$ cat config.mk
export PLATFORM = sky130hd
export DESIGN_NAME = tipi_bus_capture_flat
export DESIGN_NICKNAME = d
export VERILOG_FILES = /design/src/rtl/tipi_bus_capture_if.sv /design/src/rtl/tipi_bus_capture.sv /design/src/flat_wrapper.sv
export SDC_FILE = /design/constraint.sdc
export NUM_CORES = 1
export LEC_CHECK = 0
export CORE_AREA = 4 4 74 76
export DETAILED_ROUTE_END_ITERATION = 8
export DIE_AREA = 0 0 78 80
export GPL_TIMING_DRIVEN = 0
export PLACE_DENSITY = 0.59
export SYNTH_ARGS = -nofsm -noshare
export SYNTH_HDL_FRONTEND = slang
export SYNTH_SLANG_ARGS = --single-unit
$ cat constraint.sdc
create_clock -name clk -period 2.36 [get_ports clk]
set_clock_uncertainty 0.1 [all_clocks]
set_input_delay 0.354 -clock clk [delete_from_list [all_inputs] [get_ports clk]]
set_output_delay 0.354 -clock clk [all_outputs]
set_load 0.01 [all_outputs]
$ cat src/rtl/tipi_bus_capture_if.sv
// TI data bus / Raspberry Pi signal bundle for the bus capture latch.
// The DUT side uses the slave modport; the master modport is the bus/Pi driver.
`timescale 1ns/1ps
interface tipi_bus_capture_if #(
  parameter int WIDTH = 8
);
  logic             ti_sel;
  logic             ti_we_n;
  logic [WIDTH-1:0] ti_din;
  logic             pi_le;
  logic             pi_sclk;
  logic             pi_sdata;
  logic [WIDTH-1:0] cap_data;
  logic             data_valid;
  logic             overrun;

  modport master (
    output ti_sel, ti_we_n, ti_din, pi_le, pi_sclk,
    input  pi_sdata, cap_data, data_valid, overrun
  );

  modport slave (
    input  ti_sel, ti_we_n, ti_din, pi_le, pi_sclk,
    output pi_sdata, cap_data, data_valid, overrun
  );
endinterface

$ cat src/rtl/tipi_bus_capture.sv
// Receive latch for TI CPU writes: commits a byte at end of write and hands it to the
// Pi in parallel and as an MSB-first serial stream. All async strobes are synchronised.
`timescale 1ns/1ps
module tipi_bus_capture #(
  parameter int WIDTH       = 8,
  parameter int SYNC_STAGES = 2
) (
  input  logic                clk,
  input  logic                rst_n,
  tipi_bus_capture_if.slave   bus
);

  localparam int CNT_W = (WIDTH > 2) ? $clog2(WIDTH) : 1;
  localparam logic [CNT_W-1:0] CNT_MAX = CNT_W'(WIDTH - 1);

  typedef enum logic [1:0] {
    WAIT_IDLE,
    IDLE,
    WR,
    COMMIT
  } state_t;

  state_t                 state;
  logic [SYNC_STAGES-1:0] we_sync;
  logic [SYNC_STAGES-1:0] sel_sync;
  logic [SYNC_STAGES-1:0] le_sync;
  logic [SYNC_STAGES-1:0] sclk_sync;
  logic [SYNC_STAGES-1:0] prime_sync;
  logic                   le_d;
  logic                   sclk_d;
  logic [WIDTH-1:0]       din_r;
  logic [WIDTH-1:0]       hold;
  logic [WIDTH-1:0]       cap_data;
  logic [WIDTH-1:0]       shift;
  logic [CNT_W-1:0]       bit_cnt;
  logic                   data_valid;
  logic                   overrun;
  logic                   pi_sdata;

  logic we_s, sel_s, le_s, sclk_s, primed;
  logic le_rise, sclk_rise, commit;

  // prime_sync marks when the we_n chain holds live samples rather than its idle reset
  // value, so WAIT_IDLE cannot slip past a write already in progress at reset release.
  always_ff @(posedge clk or negedge rst_n) begin
    if (!rst_n) begin
      we_sync    <= '1;
      sel_sync   <= '0;
      le_sync    <= '0;
      sclk_sync  <= '0;
      prime_sync <= '0;
      le_d       <= 1'b0;
      sclk_d     <= 1'b0;
      din_r      <= '0;
    end else begin
      we_sync    <= {we_sync[SYNC_STAGES-2:0], bus.ti_we_n};
      sel_sync   <= {sel_sync[SYNC_STAGES-2:0], bus.ti_sel};
      le_sync    <= {le_sync[SYNC_STAGES-2:0], bus.pi_le};
      sclk_sync  <= {sclk_sync[SYNC_STAGES-2:0], bus.pi_sclk};
      prime_sync <= {prime_sync[SYNC_STAGES-2:0], 1'b1};
      le_d       <= le_s;
      sclk_d     <= sclk_s;
      din_r      <= bus.ti_din;
    end
  end

  assign we_s      = we_sync[SYNC_STAGES-1];
  assign sel_s     = sel_sync[SYNC_STAGES-1];
  assign le_s      = le_sync[SYNC_STAGES-1];
  assign sclk_s    = sclk_sync[SYNC_STAGES-1];
  assign primed    = prime_sync[SYNC_STAGES-1];
  assign le_rise   = le_s & ~le_d;
  assign sclk_rise = sclk_s & ~sclk_d;
  assign commit    = (state == COMMIT);

  always_ff @(posedge clk or negedge rst_n) begin
    if (!rst_n) begin
      state    <= WAIT_IDLE;
      hold     <= '0;
      cap_data <= '0;
    end else begin
      case (state)
        WAIT_IDLE: if (primed && we_s) state <= IDLE;
        IDLE:      if (!we_s && sel_s) state <= WR;
        WR: begin
          hold <= din_r;
          if (we_s)        state <= COMMIT;
          else if (!sel_s) state <= IDLE;
        end
        COMMIT: begin
          cap_data <= hold;
          state    <= IDLE;
        end
        default: state <= WAIT_IDLE;
      endcase
    end
  end

  // A load strobe takes cap_data as it stood before any same-cycle commit, and wins
  // over a coincident shift clock.
  always_ff @(posedge clk or negedge rst_n) begin
    if (!rst_n) begin
      data_valid <= 1'b0;
      overrun    <= 1'b0;
      shift      <= '0;
      bit_cnt    <= '0;
      pi_sdata   <= 1'b0;
    end else begin
      if (commit)       data_valid <= 1'b1;
      else if (le_rise) data_valid <= 1'b0;

      if (commit && data_valid && !le_rise) overrun <= 1'b1;
      else if (le_rise)                     overrun <= 1'b0;

      if (le_rise) begin
        shift    <= cap_data;
        bit_cnt  <= '0;
        pi_sdata <= cap_data[WIDTH-1];
      end else if (sclk_rise) begin
        shift    <= {shift[WIDTH-2:0], 1'b0};
        pi_sdata <= (bit_cnt == CNT_MAX) ? 1'b0 : shift[WIDTH-2];
        if (bit_cnt != CNT_MAX) bit_cnt <= bit_cnt + 1'b1;
      end
    end
  end

  assign bus.cap_data   = cap_data;
  assign bus.data_valid = data_valid;
  assign bus.overrun    = overrun;
  assign bus.pi_sdata   = pi_sdata;

endmodule
$ cat src/flat_wrapper.sv
// flat-port wrapper written by rule: the top's interface ports become plain ports
module tipi_bus_capture_flat 
#(
  parameter int WIDTH       = 8,
  parameter int SYNC_STAGES = 2
)
  (clk, rst_n, bus_ti_sel, bus_ti_we_n, bus_ti_din, bus_pi_le, bus_pi_sclk, bus_pi_sdata, bus_cap_data, bus_data_valid, bus_overrun);
  tipi_bus_capture_if #(.WIDTH(WIDTH)) bus_i ();
  input  logic clk;
  input  logic rst_n;
  input wire logic [$bits(bus_i.ti_sel)-1:0] bus_ti_sel;
  input wire logic [$bits(bus_i.ti_we_n)-1:0] bus_ti_we_n;
  input wire logic [$bits(bus_i.ti_din)-1:0] bus_ti_din;
  input wire logic [$bits(bus_i.pi_le)-1:0] bus_pi_le;
  input wire logic [$bits(bus_i.pi_sclk)-1:0] bus_pi_sclk;
  output wire logic [$bits(bus_i.pi_sdata)-1:0] bus_pi_sdata;
  output wire logic [$bits(bus_i.cap_data)-1:0] bus_cap_data;
  output wire logic [$bits(bus_i.data_valid)-1:0] bus_data_valid;
  output wire logic [$bits(bus_i.overrun)-1:0] bus_overrun;
  assign bus_i.ti_sel = bus_ti_sel;
  assign bus_i.ti_we_n = bus_ti_we_n;
  assign bus_i.ti_din = bus_ti_din;
  assign bus_i.pi_le = bus_pi_le;
  assign bus_i.pi_sclk = bus_pi_sclk;
  assign bus_pi_sdata = bus_i.pi_sdata;
  assign bus_cap_data = bus_i.cap_data;
  assign bus_data_valid = bus_i.data_valid;
  assign bus_overrun = bus_i.overrun;
  tipi_bus_capture #(.WIDTH(WIDTH), .SYNC_STAGES(SYNC_STAGES)) u_core (.clk(clk), .rst_n(rst_n), .bus(bus_i));
endmodule
==> results.md, run 1 <==
* **outcome** finished, final reports clean
* **gpl congestion** 0.723
* **Crit. End Element** flip-flop
* **max-slew violation count** 0
* **required time at the worst-slack endpoint** 2.48 ns
* **final setup margin** 0.469 ns
* **post-route clock period utilization** 80.1%
* **leakage power summed over all cells** 0.00105 uW
* **detailed placer's ending HPWL** 2160 um
* **via count of the first global-routing pass** 1152
* **standard-cell row count** 25
* **final antenna-violating net count** 0
* **CTS tree** yes
* **RSZ-0062 raised after global routing** false
* **Die H** 80 um
* **number of maximum-capacitance constraint violations** 0
* **share of layout cells above drive strength 1** 20.0%
* **cell area after synthesis** 0.00188 mm^2
* **simple-gate share of the synthesized area** 5.33%
* **wire length of the first global-routing pass** 5250 um
* **critical setup path kind** reg -> reg
* **transition at the pin with the smallest max-transition slack** 0.632 ns
* **yosys warns** 0
* **number of buffers added by the clock tree synthesis step** 5
* **Post-Synthesis Net Count** 152
* **maximum number of pins on one net before global-route repair** 33
* **DRT Wirelength** 2920 um
* **number of antenna violations at the first check in global routing** 0
* **hold_ws** 0.259 ns
* **Post-Syn Area per Cell** 14.3 um^2
* **share of synthesized area occupied by flip-flops and latches** 68.1%
* **overall die area** 0.00624 mm^2
* **dpl cell area** 0.00222 mm^2
* **footprint of the flip-flops and latches** 0.00128 mm^2
* **endpoints failing setup** 0
* **Post-Synthesis Cells** 131
* **complex-gate fraction of the synthesized area** 5.33%
* **via count** 1051
* **count of buffers from port buffering** 24
* **mean routed wirelength per cell** 12.6 um
* **total power density per cell area** 1120 mW/mm^2
* **count of inserted antenna diode cells** 0
* **Initial DRC Count** 48
* **overall fraction of global-route tracks in use** 11.3%
* **count of TritonRoute iterations in the first routing pass** 4
* **upper clock frequency limit** 529 MHz
* **largest driver fanout on the critical path** 10
* **Critical R2R Launch** u_core.state[0]$_DFFE_PN0P_
* **Longest Clk Path Bufs** 2
* **Final Net Count** 185
* **clock latency at the later pin of the worst-skew pair** 0.30 ns
* **Critical Path Source** u_core.state[0]$_DFFE_PN0P_
* **DR DRC count** 0
* **Initial Util** 39.8%
* **post-route minimum period** 1.89 ns
* **routed vias/inst** 4.53
* **CTS sink count** 51
* **width of the chip** 78 um
* **clock root cell** sky130_fd_sc_hd__clkbuf_8
* **CTS clk-pin slew, worst paths** 0.09 ns
* **Design Area, Final** 0.00234 mm^2
* **worst vdd rail ir drop** 0.525 mV
* **worst slew margin relative to its limit** 57.9%
* **arrival time worst endpoint** 2.01 ns
* **hold violation total from the final report** 0
* **power after layout** 2620 uW
* **synthesized-area fraction occupied by xor and xnor cells** 0.466%
* **number of distinct library cells after synthesis** 22
* **area overhead of the layout relative to synthesis** 24.6%
* **number of filler cells placed in the layout** 418
* **dominant combinational cell family by area after synthesis** multiplexers
* **fin util** 49.5%
* **# H-tree levels** 2
* **multiplexer share of the synthesized area** 13.9%
* **startpoint types** flip-flop
* **source of the worst hold timing path** u_core.sel_sync[0]$_DFF_PN0_
* **path class of the lowest-slack min-delay path** reg -> reg
* **synthesized flop and latch total** 51
* **Ports** 25
* **grt ovf** 0
* **core area** 0.00472 mm^2
* **area of the multi-input gates** 561 um^2
* **post-synthesis share of cell area spent on full adders, half adders and majority gates** 4.66%
* **Post-Place Worst Slack** 0.471 ns
report_power, final:
group	switching, uW	internal [uW]	leakage (uW)
Clock	263	315	0.0000581
Combinational	307	454	0.000382
Sequential	153	1130	0.000614
Total	723	1900	0.00105
kinds of logic after synthesis:
| logic type | after synthesis |
|---|---|
| other cells | 1 |
| simple gates | 21 |
| mux | 24 |
| flops | 51 |
| xor+xnor | 1 |
| compound gates | 18 |
| fa+ha+maj | 7 |
| buf+inv | 8 |
synth_stat cells, drive strengths merged:
| library cell | number | area (um^2) |
|---|---|---|
| a21o | 1 | 8.76 |
| a21oi | 5 | 25.0 |
| buf | 2 | 16.3 |
| clkbuf | 3 | 11.3 |
| conb | 1 | 3.75 |
| dfrtp | 49 | 1230 |
| dfstp | 2 | 52.6 |
| ha | 7 | 87.6 |
| inv | 3 | 11.3 |
| mux2 | 16 | 180 |
| mux2i | 8 | 80.1 |
| nand2 | 12 | 45.0 |
| nand2b | 2 | 12.5 |
| nor2 | 4 | 15.0 |
| nor2b | 1 | 6.26 |
| nor3b | 1 | 7.51 |
| o21ai | 11 | 58.8 |
| o21bai | 1 | 7.51 |
| or4b | 1 | 13.8 |
| xnor2 | 1 | 8.76 |
flip-flops by register name (all words and copies together), names as in the netlist:
register	count
u_core.we_sync	2
u_core.sclk_sync	2
u_core.prime_sync	2
u_core.sel_sync	2
u_core.bus.overrun	1
u_core.bus.cap_data	8
u_core.le_sync	2
u_core.bus.data_valid	1
u_core.state	2
u_core.bus.pi_sdata	1
u_core.sclk_d	1
u_core.shift	7
u_core.bit_cnt	3
u_core.hold	8
u_core.din_r	8
u_core.le_d	1
placed cells by master, fill, tap and decap left out, drive strengths merged:
master         netlist  layout
conb                 1       1
a21oi                5       5
or4b                 1       1
dfrtp               49      49
a21o                 1       1
nor2b                1       1
inv                  3       3
bufinv               0       1
dfstp                2       2
mux2i                8       8
nand2               12      12
xnor2                1       1
mux2                16      16
nand2b               2       2
buf                  2       4
dlygate4sd3          0       1
o21ai               11      11
o21bai               1       1
nor3b                1       1
ha                   7       7
clkdlybuf4s50        0      23
clkinv               0       2
nor2                 4       4
clkbuf               3       8
through the flow:
stage                     instances  TNS, ns
after global routing            232        0
final                           232        0
after CTS                       232        0
after global placement          222   -24.39
after detailed placement        223        0
after floorplan                 131        0
what timing repair did:
item,in CTS,in global routing
hold endpoints to repair,19,0
gates resized for setup,0,0
hold buffers,1,0
endpoints found under the setup margin,0,0
buffers inserted,0,0
path summary, 6_finish.rpt:
kind	endpoint	slack, ns	cells after the start
setup / recovery	u_core.state[0]$_DFFE_PN0P_	0.47	6
hold / removal	u_core.sel_sync[1]$_DFF_PN0_	0.26	0
setup reg to reg	u_core.state[0]$_DFFE_PN0P_	0.47	6
hold reg to reg	u_core.sel_sync[1]$_DFF_PN0_	0.26	0
max in group asynchronous	u_core.we_sync[0]$_DFF_PN1_	1.14	3
min in group asynchronous	u_core.bit_cnt[2]$_DFFE_PN0P_	0.44	2
worst max-delay path: stages (launching register included):
cell and delay, ns:
sky130_fd_sc_hd__dfrtp_1 0.41, sky130_fd_sc_hd__inv_1 0.11, sky130_fd_sc_hd__ha_1 0.21, sky130_fd_sc_hd__buf_6 0.15, sky130_fd_sc_hd__or4b_4 0.52, sky130_fd_sc_hd__o21ai_2 0.11
sky130_fd_sc_hd__mux2i_1 0.21
per-layer routing:
layer	GRT usage [%]	wire, um
met5	0	0
met2	19.2	1420
met1	12.9	1290
met3	3.50	140
met4	5.77	65
cell type report:
cell class / instances / area share (%)
multi-input combinational: 72 / 24.0
timing repair buffer: 26 / 11.3
clock buffer: 5 / 2.94
tap: 67 / 3.58
inverter: 3 / 0.481
clock inverter: 3 / 1.87
buffer: 5 / 1.18
sequential: 51 / 54.7
Power figures use the tool's default switching activity.
==> run 2, diff against run 1 <==
- clock period: 2.36 -> 1.9 ns (I/O delays scaled with it)
==> run 2 against run 1 <==
Sequential power is 24% higher. Global-route usage hardly changed. Setup slack worse by 0.32 ns. Critical path depth stayed put. Clock power is 24% higher. Die area stayed put. Design area is 1.3% higher. Cell count is 1.3% higher.
==> results.md, run 2 (synthesis gave the netlist of run 1 again) <==
* **via count** 1063, +1.1%
* **reg-to-reg critical path endpoint** u_core.state[0]$_DFFE_PN0P_
* **arrival time worst endpoint** 1.87 ns, -0.14 ns
* **Final Net Count** 188, +1.6%
* **number of maximum-capacitance constraint violations** 0, unchanged
* **outcome** finished, final reports clean
* **number of filler cells placed in the layout** 416, -0.48%
* **Initial Util** 39.8%, unchanged
* **critical setup path kind** reg -> reg
* **transition at the pin with the smallest max-transition slack** 0.632 ns, -0.0000785 ns
* **source of the worst hold timing path** u_core.sel_sync[0]$_DFF_PN0_
* **overall die area** 0.00624 mm^2, unchanged
* **Die H** 80 um, unchanged
* **post-route clock period utilization** 92.2%, +12 points
* **upper clock frequency limit** 571 MHz, +7.9%
* **via count of the first global-routing pass** 1160, +0.69%
* **startpoint types** flip-flop
* **worst-case hold path end point** u_core.sel_sync[1]$_DFF_PN0_
* **endpoints failing setup** 0, unchanged
* **DR DRC count** 0, unchanged
* **count of TritonRoute iterations in the first routing pass** 4, unchanged
* **hold violation total from the final report** 0, unchanged
* **CTS tree** yes
* **routed vias/inst** 4.52, -0.15%
* **Crit. End Element** flip-flop
* **reg-to-reg setup timing slack** 0.15 ns, -0.32 ns
* **CP max stage cell** sky130_fd_sc_hd__or4b_4
* **standard-cell row count** 25, unchanged
* **overall fraction of global-route tracks in use** 11.4%, +0.049 points
* **final antenna-violating net count** 0, unchanged
* **number of buffers added by the clock tree synthesis step** 5, unchanged
* **total power density per cell area** 1400 mW/mm^2, +25%
* **clock latency at the later pin of the worst-skew pair** 0.30 ns, about the same
* **clock root cell** sky130_fd_sc_hd__clkbuf_8
* **area overhead of the layout relative to synthesis** 26.2%
* **CTS clk-pin slew, worst paths** 0.09 ns, about the same
* **CTS sink count** 51, unchanged
* **dpl cell area** 0.00222 mm^2, unchanged
* **most common cell after layout, fill and taps aside** sky130_fd_sc_hd__dfrtp_1
* **most frequent cells in the layout** sky130_fd_sc_hd__dfrtp_1 (49), sky130_fd_sc_hd__clkdlybuf4s50_1 (23), sky130_fd_sc_hd__mux2_2 (16), sky130_fd_sc_hd__nand2_1 (12), sky130_fd_sc_hd__o21ai_0 (10)
* **worst vdd rail ir drop** 0.653 mV, +24%
* **registers with the most flip-flops** u_core.bus.cap_data: 8 flops, u_core.din_r: 8 flops, u_core.hold: 8 flops
* **wire length of the first global-routing pass** 5280 um, +0.53%
* **core area** 0.00472 mm^2, unchanged
* **required time at the worst-slack endpoint** 2.02 ns, -0.46 ns
* **leakage power summed over all cells** 0.00107 uW, +1.5%
* **Ports** 25, unchanged
* **number of antenna violations at the first check in global routing** 0, unchanged
* **# H-tree levels** 2, unchanged
* **CP max stage delay** 0.53 ns, about the same
* **share of layout cells above drive strength 1** 22.0%, +2.0 points
* **path class of the lowest-slack min-delay path** reg -> reg
* **Initial DRC Count** 40, -17%
* **width of the chip** 78 um, unchanged
* **mean routed wirelength per cell** 12.5 um, -0.43%
* **count of inserted antenna diode cells** 0, unchanged
* **grt ovf** 0, unchanged
* **logic depth of the worst register-to-register path** 6, unchanged
* **DRT Wirelength** 2950 um, +0.86%
* **post-placement cell count** 223, unchanged
* **maximum number of pins on one net before global-route repair** 33, unchanged
* **Critical R2R Launch** u_core.state[0]$_DFFE_PN0P_
* **Longest Clk Path Bufs** 2, unchanged
* **largest driver fanout on the critical path** 4, -6
* **detailed placer's ending HPWL** 2160 um, unchanged
* **post-route minimum period** 1.75 ns, -0.139 ns
* **max-slew violation count** 0, unchanged
* **worst slew margin relative to its limit** 57.9%, about the same
* **hold path cells** 0, unchanged
* **gpl congestion** 0.723, unchanged
* **hold_ws** 0.259 ns, +0.0000300 ns
* **number of standard cells in the final layout excluding fillers** 235, +1.3%
* **Design Area, Final** 0.00237 mm^2, +1.3%
* **ordered cell list for the critical path** inv_2, ha_1, buf_6, or4b_4, o21ai_4, mux2i_1
* **RSZ-0062 raised after global routing** true
* **count of buffers from port buffering** 24, unchanged
run 2: cell types whose count changed in the layout (fill, tap and decap cells not counted):
cell,previous run,this run
sky130_fd_sc_hd__buf_4,0,3
sky130_fd_sc_hd__inv_1,3,2
sky130_fd_sc_hd__inv_2,0,1
sky130_fd_sc_hd__o21ai_2,1,0
sky130_fd_sc_hd__o21ai_4,0,1
run 2: area by class of cell:
cell class                      count  area [um^2]  area share [%]
Inverter                            3         11.3           0.475
Tap cell                           67         83.8            3.54
Timing Repair Buffer               29          288            12.1
Buffer                              5         27.5            1.16
Multi-Input combinational cell     72          568            24.0
Clock buffer                        5         68.8            2.90
Sequential cell                    51         1280            54.0
Clock inverter                      3         43.8            1.85
run 2: through the flow:
| stage | setup TNS, ns | util [%] | power [uW] | setup WS, ns |
|---|---|---|---|---|
| 2_1_floorplan | 0 | - | 2140 | 0.169 |
| 3_3_place_gp | -44.33 | 46.6 | 2520 | -0.890 |
| 3_5_place_dp | 0 | 46.9 | 2590 | 0.0108 |
| 4_1_cts | 0 | 49.7 | 3350 | 0.0738 |
| 5_1_grt | -0.00180 | 50.2 | 3560 | -0.00180 |
| 6_report | 0 | 50.2 | 3310 | 0.148 |
run 2: repair_timing:
action | 4_1_cts | 5_1_grt
hold buffers | 1 | 0
endpoints found under the setup margin | 1 | 1
gates resized for setup | 0 | 2
endpoints found under the hold margin | 19 | 0
buffers inserted | 1 | 2
run 2: worst max-delay path: cells and delay by family, from the launching register on:
family | cells | cell delay (ns)
flops | 1 | 0.37
buf+inv | 2 | 0.18
simple gates | 1 | 0.53
fa+ha+maj | 1 | 0.20
compound gates | 1 | 0.09
mux | 1 | 0.21
run 2: layer usage:
metal	vias to the layer above	routed length, um	track usage [%]
met5	-	0	0
li1	514	-	-
met1	514	1300	13.0
met3	8	140	3.50
met4	0	65	5.77
met2	27	1440	19.3
run 2: worst max path at each step:
stage	startpoint	end
finish	u_core.state[0]$_DFFE_PN0P_	u_core.state[0]$_DFFE_PN0P_
global placement	rst_n	u_core.bus.cap_data[2]$_DFFE_PN0P_
floorplan	u_core.state[0]$_DFFE_PN0P_	u_core.state[0]$_DFFE_PN0P_
global route	u_core.state[0]$_DFFE_PN0P_	u_core.bus.cap_data[5]$_DFFE_PN0P_
CTS	u_core.state[0]$_DFFE_PN0P_	u_core.state[0]$_DFFE_PN0P_
detailed placement	u_core.state[0]$_DFFE_PN0P_	u_core.state[0]$_DFFE_PN0P_
run 2: power breakdown:
| part | switching (uW) | internal, uW | leakage (uW) |
|---|---|---|---|
| sequential | 186 | 1400 | 0.000614 |
| combinational | 403 | 600 | 0.000397 |
| clock | 327 | 392 | 0.0000581 |
| total | 916 | 2390 | 0.00107 |
==> run 3, diff against run 2 <==
- ABC_AREA: default -> 1
- CORE_AREA: 4 4 74 76 -> 4 4 76 78
- DIE_AREA: 0 0 78 80 -> 0 0 80 82
- PLACE_DENSITY: 0.59 -> 0.58
==> run 3 against run 2 <==
Critical path type is now reg -> out. Sequential power shrank 6%. Power shrank 8.4%. Design area grew 3.4%. Critical path depth shrank 5. Largest power group unchanged. Via count grew 17%. Non-clock buffer count shrank 2.
==> results.md, run 3 <==
* **Final Net Count** 238, +27%
* **overall die area** 0.00656 mm^2, +5.1%
* **core area** 0.00507 mm^2, +7.4%
* **Post-Syn Area per Cell** 10.8 um^2, -25%
* **count of buffers from port buffering** 24, unchanged
* **via count** 1245, +17%
* **post-synthesis share of cell area spent on full adders, half adders and majority gates** 4.42%, -0.24 points
* **flip-flop cell with the highest count after synthesis** sky130_fd_sc_hd__dfrtp_1
* **dpl cell area** 0.00232 mm^2, +4.8%
* **standard-cell row count** 26, +4.0%
* **ordered cell list for the critical path** clkdlybuf4s50_1
* **Design Area, Final** 0.00245 mm^2, +3.4%
* **source of the worst hold timing path** u_core.sel_sync[0]$_DFF_PN0_
* **count of inserted antenna diode cells** 0, unchanged
* **width of the chip** 80 um, +2.6%
* **most area-consuming cells after synthesis** sky130_fd_sc_hd__dfrtp_1 (62%), sky130_fd_sc_hd__nand2_1 (8.5%), sky130_fd_sc_hd__o21ai_0 (4.8%)
* **Initial DRC Count** 36, -10%
* **Initial Util** 39.0%, -0.73 points
* **number of filler cells placed in the layout** 504, +21%
* **worst-case hold path end point** u_core.sel_sync[1]$_DFF_PN0_
* **complex-gate fraction of the synthesized area** 9.60%, +4.3 points
* **reg-to-reg setup timing slack** 0.47 ns, +0.32 ns
* **CTS sink count** 51, unchanged
* **number of standard cells in the final layout excluding fillers** 288, +23%
* **simple-gate share of the synthesized area** 14.2%, +8.9 points
* **delay-heaviest family, CP** buffers and inverters
* **upper clock frequency limit** 604 MHz, +5.9%
* **most frequent cells in the layout** sky130_fd_sc_hd__dfrtp_1 (49), sky130_fd_sc_hd__nand2_1 (45), sky130_fd_sc_hd__clkdlybuf4s50_1 (23), sky130_fd_sc_hd__inv_1 (20), sky130_fd_sc_hd__o21ai_0 (19)
* **critical setup path kind** reg -> out
* **count of TritonRoute iterations in the first routing pass** 4, unchanged
* **final antenna-violating net count** 0, unchanged
* **number of maximum-capacitance constraint violations** 0, unchanged
* **yosys warns** 0, unchanged
* **area overhead of the layout relative to synthesis** 23.8%
* **outcome** finished, final reports clean
* **worst path bufs/invs** 1, -1
* **gpl congestion** 0.704, -2.6%
* **maximum number of pins on one net before global-route repair** 37, +12%
* **overall fraction of global-route tracks in use** 11.0%, -0.40 points
* **number of distinct library cells after synthesis** 24, +9.1%
* **CP max stage cell** sky130_fd_sc_hd__clkdlybuf4s50_1
* **logic depth of the worst register-to-register path** 7, +1
* **number of buffers added by the clock tree synthesis step** 5, unchanged
* **number of antenna violations at the first check in global routing** 0, unchanged
* **detailed placer's ending HPWL** 2240 um, +3.9%
* **reg-to-reg critical path endpoint** u_core.state[1]$_DFFE_PN0P_
* **clock root cell** sky130_fd_sc_hd__clkbuf_8
* **post-placement cell count** 279, +25%
* **proportion of register bits with asynchronous set or reset after synthesis** 100%, unchanged
* **hold_ws** 0.253 ns, -0.00592 ns
* **DR DRC count** 0, unchanged
* **worst vdd rail ir drop** 0.542 mV, -17%
* **startpoint types** flip-flop
* **Post-synth EDFFs** 0, unchanged
* **arrival time worst endpoint** 1.27 ns, -0.60 ns
* **# H-tree levels** 2, unchanged
* **wire length of the first global-routing pass** 5530 um, +4.8%
* **path class of the lowest-slack min-delay path** reg -> reg
* **synthesized-area fraction occupied by xor and xnor cells** 0%, -0.47 points
* **Longest Clk Path Bufs** 2, unchanged
* **post-route clock period utilization** 87.1%, -5.1 points
* **most common cell in the synthesized netlist** sky130_fd_sc_hd__dfrtp_1
* **top cell types by occurrence after synthesis** sky130_fd_sc_hd__dfrtp_1 (49), sky130_fd_sc_hd__nand2_1 (45), sky130_fd_sc_hd__inv_1 (20)
* **share of synthesized area occupied by flip-flops and latches** 64.6%, -3.5 points
* **via count of the first global-routing pass** 1301, +12%
* **multiplexer share of the synthesized area** 0.569%, -13 points
* **grt ovf** 0, unchanged
* **cell area after synthesis** 0.00198 mm^2, +5.5%
* **CTS tree** yes
* **leakage power summed over all cells** 0.00115 uW, +7.8%
* **CTS clk-pin slew, worst paths** 0.09 ns, about the same
* **max-slew violation count** 0, unchanged
* **cell type with the highest aggregate area in the netlist** sky130_fd_sc_hd__dfrtp_1
* **Post-Synthesis Cells** 184, +40%
* **registers with the most flip-flops** u_core.bus.cap_data: 8 flops, u_core.din_r: 8 flops, u_core.hold: 8 flops
* **post-route minimum period** 1.65 ns, -0.0973 ns
* **dominant combinational cell family by area after synthesis** simple AND/OR/NAND/NOR gates
* **mean routed wirelength per cell** 10.6 um, -16%
* **Die H** 82 um, +2.5%
* **RSZ-0062 raised after global routing** false
* **Ports** 25, unchanged
* **Critical R2R Launch** u_core.state[0]$_DFFE_PN0P_
* **Crit. End Element** output port
* **required time at the worst-slack endpoint** 1.51 ns, -0.51 ns
* **endpoints failing setup** 0, unchanged
* **largest driver fanout on the critical path** 3, -1
* **post-CTS sizing** 0, unchanged
* **share of layout cells above drive strength 1** 17.0%, -5.1 points
* **DRT Wirelength** 3040 um, +3.3%
* **routed vias/inst** 4.32, -4.4%
* **most common cell after layout, fill and taps aside** sky130_fd_sc_hd__dfrtp_1
* **total power density per cell area** 1240 mW/mm^2, -11%
* **Post-Synthesis Net Count** 205, +35%
* **proportion of netlist area held by the largest area contributor** 61.9%, -3.4 points
* **synthesized flop and latch total** 51, unchanged
* **CP max stage delay** 0.56 ns, +0.03 ns
* **clock latency at the later pin of the worst-skew pair** 0.29 ns, about the same
* **hold violation total from the final report** 0, unchanged
* **hold path cells** 0, unchanged
run 3: cell count changes after synthesis, sizes merged, moves of 2 or more:
cell / previous run / this run
nand2: 12 / 49
inv: 3 / 22
mux2: 16 / 1
o21ai: 11 / 23
mux2i: 8 / 0
buf: 2 / 6
nand3: 0 / 4
nand4: 0 / 4
nor2: 4 / 8
clkbuf: 3 / 0
nand2b: 2 / 0
run 3: worst max-delay path by stage:
stage               depth (start not counted)                          end                               start  slack [ns]
floorplan                                   4   u_core.hold[4]$_DFFE_PN0N_         u_core.state[0]$_DFFE_PN0P_        0.60
global placement                            1    u_core.din_r[6]$_DFF_PN0_                               rst_n       -1.06
detailed placement                          7  u_core.state[1]$_DFFE_PN0P_         u_core.state[0]$_DFFE_PN0P_        0.48
CTS                                         1              bus_cap_data[1]  u_core.bus.cap_data[1]$_DFFE_PN0P_        0.23
global route                                1              bus_cap_data[1]  u_core.bus.cap_data[1]$_DFFE_PN0P_        0.20
finish                                      1              bus_cap_data[1]  u_core.bus.cap_data[1]$_DFFE_PN0P_        0.25
run 3: timing repair:
| item | 4_1_cts | 5_1_grt |
|---|---|---|
| hold endpoints to repair | 14 | 0 |
| hold buffers | 1 | 0 |
| setup buffers | 0 | 0 |
run 3: layer usage:
| layer | vias to the layer above | track usage (%) | wire length (um) |
|---|---|---|---|
| li1 | 639 | - | - |
| met3 | 4 | 3.29 | 103 |
| met4 | 0 | 4.05 | 44 |
| met5 | - | 0 | 0 |
| met1 | 583 | 12.3 | 1330 |
| met2 | 19 | 19.7 | 1560 |
run 3: layout make-up:
cell class              count  area, um^2  area share, %
flip-flops and latches     51        1280           52.2
multi-input cells         105         574           23.4
repair buffers             26         265           10.8
well taps                  70        87.6           3.57
clock buffers               6        82.6           3.37
inverters                  22        82.6           3.37
plain buffers               6        45.0           1.84
clock inverters             2        35.0           1.43
run 3: cell families (layout without fill, tap and decap cells):
logic type      after synthesis  in the layout
simple gates                 65             65
flops                        51             51
compound gates               31             31
buf+inv                      28             62
fa+ha+maj                     7              7
other cells                   1              1
mux                           1              1
run 3: report_power, final:
| group | total, uW | switching [uW] | internal [uW] |
|---|---|---|---|
| sequential | 1500 | 151 | 1350 |
| clock | 755 | 329 | 426 |
| combinational | 781 | 397 | 384 |
| total | 3030 | 877 | 2160 |
run 3: through the flow:
stage	total power (uW)	util, %	worst slack, ns	setup TNS (ns)
6_report	3030	48.3	0.246	0
5_1_grt	3280	48.3	0.205	0
4_1_cts	3090	48.3	0.233	0
3_5_place_dp	2320	45.8	0.476	0
3_3_place_gp	2300	45.5	-1.06	-52.97
2_1_floorplan	1970	-	0.601	0
